==> src/rtl/fetch_unit.sv <==
`default_nettype none
// ============================================================================
// Module  : fetch_unit
// Purpose : Paired-instruction fetch front end; issues one ICache request at a
//           time, pushes returned pairs to the instruction buffer and follows
//           branch predictions, including a taken branch in the second slot.
// Revision: 1.0 - initial release
// ============================================================================
module fetch_unit (
    input  logic        clk,
    input  logic        rst,
    input  logic        flush,
    input  logic [31:0] flush_pc_i,
    input  logic        buffer_full_i,
    output logic        icache_req_o,
    output logic [31:0] icache_addr_o,
    input  logic        icache_addr_ok_i,
    input  logic        icache_data_ok_i,
    input  logic [31:0] icache_rdata1_i,
    input  logic [31:0] icache_rdata2_i,
    input  logic        bpu_taken_i,
    input  logic        bpu_slot_i,
    input  logic [31:0] bpu_target_i,
    output logic [31:0] inst1_o,
    output logic [31:0] inst2_o,
    output logic [31:0] inst1_addr_o,
    output logic [31:0] inst2_addr_o,
    output logic        inst1_valid_o,
    output logic        inst2_valid_o,
    output logic        only_delayslot_inst_o,
    output logic [32:0] bpu_predict_info_o,
    output logic        bpu_select_o
);

    localparam logic [1:0]  c_ST_REQ   = 2'd0;
    localparam logic [1:0]  c_ST_WAIT  = 2'd1;
    localparam logic [1:0]  c_ST_DROP  = 2'd2;
    localparam logic [31:0] c_RESET_PC = 32'hBFC0_0000;

    logic [1:0]  r_state;
    logic [31:0] r_pc;
    logic        r_ds_pending;
    logic [31:0] r_ds_target;

    logic        w_push;
    logic        w_pred_taken;

    // Pushes are combinational on data_ok so a response reaches the buffer
    // in the cycle it returns; reset and flush both suppress it.
    assign w_push       = (r_state == c_ST_WAIT) & icache_data_ok_i & ~flush & ~rst;
    assign w_pred_taken = w_push & ~r_ds_pending & bpu_taken_i;

    assign icache_req_o  = (r_state == c_ST_REQ) & ~buffer_full_i & ~flush;
    assign icache_addr_o = r_pc;

    assign inst1_o               = icache_rdata1_i;
    assign inst2_o               = icache_rdata2_i;
    assign inst1_addr_o          = r_pc;
    assign inst2_addr_o          = r_pc + 32'd4;
    assign inst1_valid_o         = w_push;
    assign inst2_valid_o         = w_push & ~r_ds_pending;
    assign only_delayslot_inst_o = w_push & r_ds_pending;
    assign bpu_predict_info_o    = w_pred_taken ? {1'b1, bpu_target_i} : 33'd0;
    assign bpu_select_o          = w_pred_taken & bpu_slot_i;

    always_ff @(posedge clk) begin
        if (rst) begin
            r_state      <= c_ST_REQ;
            r_pc         <= c_RESET_PC;
            r_ds_pending <= 1'b0;
            r_ds_target  <= 32'd0;
        end else if (flush) begin
            r_pc         <= flush_pc_i;
            r_ds_pending <= 1'b0;
            // A flushed request still owes a response; swallow it in DROP.
            if ((r_state != c_ST_REQ) && !icache_data_ok_i) begin
                r_state <= c_ST_DROP;
            end else begin
                r_state <= c_ST_REQ;
            end
        end else begin
            case (r_state)
                c_ST_REQ: begin
                    if (icache_req_o && icache_addr_ok_i) begin
                        r_state <= c_ST_WAIT;
                    end
                end
                c_ST_WAIT: begin
                    if (icache_data_ok_i) begin
                        r_state <= c_ST_REQ;
                        if (r_ds_pending) begin
                            r_pc         <= r_ds_target;
                            r_ds_pending <= 1'b0;
                        end else if (bpu_taken_i && !bpu_slot_i) begin
                            r_pc <= bpu_target_i;
                        end else begin
                            // Slot-1 branch: fetch the delay slot pair first.
                            r_pc <= r_pc + 32'd8;
                            if (bpu_taken_i) begin
                                r_ds_pending <= 1'b1;
                                r_ds_target  <= bpu_target_i;
                            end
                        end
                    end
                end
                c_ST_DROP: begin
                    if (icache_data_ok_i) begin
                        r_state <= c_ST_REQ;
                    end
                end
                default: r_state <= c_ST_REQ;
            endcase
        end
    end

endmodule
`default_nettype wire

==> config.mk <==
export PLATFORM = sky130hd
export DESIGN_NAME = fetch_unit
export DESIGN_NICKNAME = d
export VERILOG_FILES = /design/src/rtl/fetch_unit.sv
export SDC_FILE = /design/constraint.sdc
export NUM_CORES = 1
export LEC_CHECK = 0
export BUFFER_PORTS_ARGS = -buffer_cell sky130_fd_sc_hd__buf_2
export CAP_MARGIN = 5
export CORE_AREA = 2 2 131 133
export CTS_CLUSTER_SIZE = 8
export DETAILED_ROUTE_END_ITERATION = 16
export DIE_AREA = 0 0 133 135
export PLACE_DENSITY = 0.68
export SLEW_MARGIN = 20
export SYNTH_ARGS = -nofsm -noshare
export SYNTH_HDL_FRONTEND = slang
export SYNTH_SLANG_ARGS = --single-unit
export TNS_END_PERCENT = 20
==> constraint.sdc <==
create_clock -name clk -period 2 [get_ports clk]
set_clock_uncertainty 0.15 [all_clocks]
set_input_delay 0.1 -clock clk [delete_from_list [all_inputs] [get_ports clk]]
set_output_delay 0.1 -clock clk [all_outputs]
set_load 0.1 [all_outputs]
==> flow_summary.json <==
{
  "status": "finished, violations left",
  "violations": "negative setup slack",
  "yosys.area.top_type_share_pct": 24.53,
  "ant_nets": 0,
  "coreArea_um2": 16410,
  "rr_startpoint": "icache_addr_o[3]",
  "cts_buffer_depth": 2,
  "fmax_ghz": 0.4353,
  "cts-root-buf": "clkbuf_16",
  "wl_um": 24710,
  "insertion_delay_ns": 0.34,
  "critPathTopFamily": "simple AND/OR/NAND/NOR gates",
  "synth_seq_cells": 67,
  "dpl.cell_count": 1137,
  "synth_area_leaders": "dfxtp_1, buf_4, nand2_1",
  "first_pass_iters": 6,
  "seq_area_frac_synth_pct": 24.53,
  "crit_fanout": 3,
  "maxSlewHeadroom_pct": 65.53,
  "reg2reg_depth": 8,
  "drt_iter0_drc": 655,
  "fin_tns_setup_ns": -7.995,
  "nets": 1148,
  "syn-instance-count": 764,
  "slew_viol_final": 0,
  "crit_type": "flop to primary output",
  "cp_num_cells": 7,
  "min_from": "rst",
  "cp-start-kind": "flop",
  "final_common_cell": "buf_2",
  "vias_per_cell": 5.345,
  "tightestPinTransition_ns": 0.5041,
  "io_buffers": 205,
  "yosys_warnings": 0,
  "rsz0062_at_grt": "yes",
  "power.density_nw_per_um2": 518.0,
  "placementRows": 47,
  "synth_area_leader_cell": "dfxtp_1",
  "stdcell_count": 1233,
  "min_path_type": "primary input to flop",
  "grt_pass1_vias": 6446,
  "place_hpwl_um": 18190,
  "min_delay_path_depth": 3,
  "syn2layout_area_growth_pct": 78.65,
  "grt_overflow": 0,
  "cts_max_level": 3,
  "die_h_um": 135,
  "async_reset_ff_share_pct": 0,
  "synth_ff_type": "dfxtp_1",
  "synth.distinct_cells": 60,
  "grtUsageTotal_pct": 26.89,
  "crit_path_cell_trace": "ha_4, and4_4, nand4_1, nor3_4, nand2_2, xnor2_4, buf_12",
  "syn_area_um2": 5468,
  "initial_core_util_pct": 33.33,
  "cts.sinks": 67,
  "clk_pin_slew_ns": 0.06,
  "n_antenna_cell": 0,
  "finalHoldViolCount": 0,
  "grt_pass1_wl_um": 37060,
  "max_cap_violations": 0,
  "drive_gt1_share_pct": 50.15,
  "synth.net_count": 904,
  "antenna_found_initial": 0,
  "worst_setup_path_end_kind": "primary output",
  "cp_data_arrival_time_ns": 2.05,
  "vias": 6591,
  "grt_max_degree": 39,
  "fin_crit_sh_pct": 114.9,
  "postSynthAreaPerCell_um2": 7.157,
  "period_needed_ns": 2.297,
  "die_w_um": 133,
  "synth-edff-count": 0,
  "slowest_stage": "dfxtp_4",
  "max_stage_delay_ns": 0.37,
  "tritoncts": "built",
  "finalPower_uw": 5060,
  "wl_per_cell_um": 20.04,
  "cts_buffers": 9,
  "setup_slack_ns": -0.2975,
  "p_leak_uw": 0.004020,
  "postLayoutCoreUtil_pct": 59.54,
  "io_pins": 334,
  "final_cell_mix": "buf_2, nand2_1, buf_4, buf_12, a21oi_1",
  "regToRegSetupSlack_ns": -0.10,
  "crit_required_ns": 1.75,
  "gp_congestion": 0.9244,
  "hold_end": "r_state[0]",
  "ir_worst_vdd_v": 0.0003307,
  "drcViolationCount": 0,
  "die-area_um2": 17960,
  "setup-violations-final": 58,
  "crit_buf_inv": 1,
  "reg2reg_to": "icache_addr_o[19]"
}
==> cell families (layout without fill, tap and decap cells) <==
logic type                 Yosys count  in the layout  synth area share (%)
DFF                                 67             67                 24.53
muxes                                4              4                0.7323
AOI/OAI and AO/OA                  162            162                 19.15
and+or+nand+nor                    305            305                 27.44
xor gates and xnor gates            44             44                 7.048
buffers and inverters              178            427                 20.18
adders and majority gates            4              4                0.9154
==> state kept, by name, indices dropped and copies added, names as in the netlist <==
name,flops
r_ds_pending,1
icache_addr_o,32
r_state,2
r_ds_target,32
==> layout make-up <==
class                           instances  area, um2
Tap cell                              220      275.3
Sequential cell                        67       1450
Timing Repair Buffer                  397       3759
Clock buffer                            9      225.2
Multi-Input combinational cell        519       3971
Clock inverter                          7      35.03
Inverter                               14      52.55
Fill cell                            1341       6639
==> worst max-delay path by stage <==
| stage | from | endpoint |
|---|---|---|
| global placement | icache_addr_o[3] | inst2_addr_o[27] |
| CTS | icache_addr_o[3] | inst2_addr_o[27] |
| finish | icache_addr_o[3] | inst2_addr_o[27] |
| floorplan | icache_addr_o[19] | inst2_addr_o[26] |
| global route | icache_addr_o[3] | inst2_addr_o[31] |
| detailed placement | icache_addr_o[3] | inst2_addr_o[27] |
==> through the flow <==
stage	hold WS (ns)	setup slack, ns	area [um2]
after CTS	0.003383	-0.2948	9620
after detailed placement	0.05068	-0.1108	8293
final	0.007932	-0.2975	9768
after floorplan	0.07657	-0.6583	6255
after global routing	0.004702	-0.3326	9768
after global placement	0.05068	-0.03408	8293
==> synth_stat cells (all sizes together) (9+ instances only) <==
cell type,number
and3,38
a21oi,61
nand3,28
xnor2,23
nand2,117
nand4,17
nor4,10
xor2,21
nor2,42
nor3,18
a221oi,9
a211oi,11
inv,11
o21ai,28
clkbuf,46
buf,118
dfxtp,67
==> power breakdown <==
group | total [uW] | switching (uW) | internal [uW] | leakage [uW]
Sequential | 1440 | 67.8 | 1380 | 0.000561
Combinational | 2190 | 1550 | 639 | 0.00333
Clock | 1420 | 603 | 820 | 0.000130
==> tightest hold or removal path: cells and delay by family <==
| kind | cells | cell delay (ns) |
|---|---|---|
| buffers and inverters | 1 | 0.13 |
| AND/OR/NAND/NOR | 1 | 0.11 |
| AO/OA/AOI/OAI | 1 | 0.12 |
==> repair_timing <==
item	in CTS	in global routing
pin swaps	48	20
setup buffers	19	8
resized for setup	77	28
cloned	2	0
hold buffers	52	0
hold endpoints to repair	52	0
endpoints found under the setup margin	61	81
==> layer usage <==
layer	vias to the layer above	track usage [%]	routed length (um)
met2	380	46.75	12530
met1	3074	32.24	9402
met3	59	6.456	2135
li1	3078	-	-
met5	-	0	0
met4	0	10.16	641
Power figures use the tool's default switching activity.
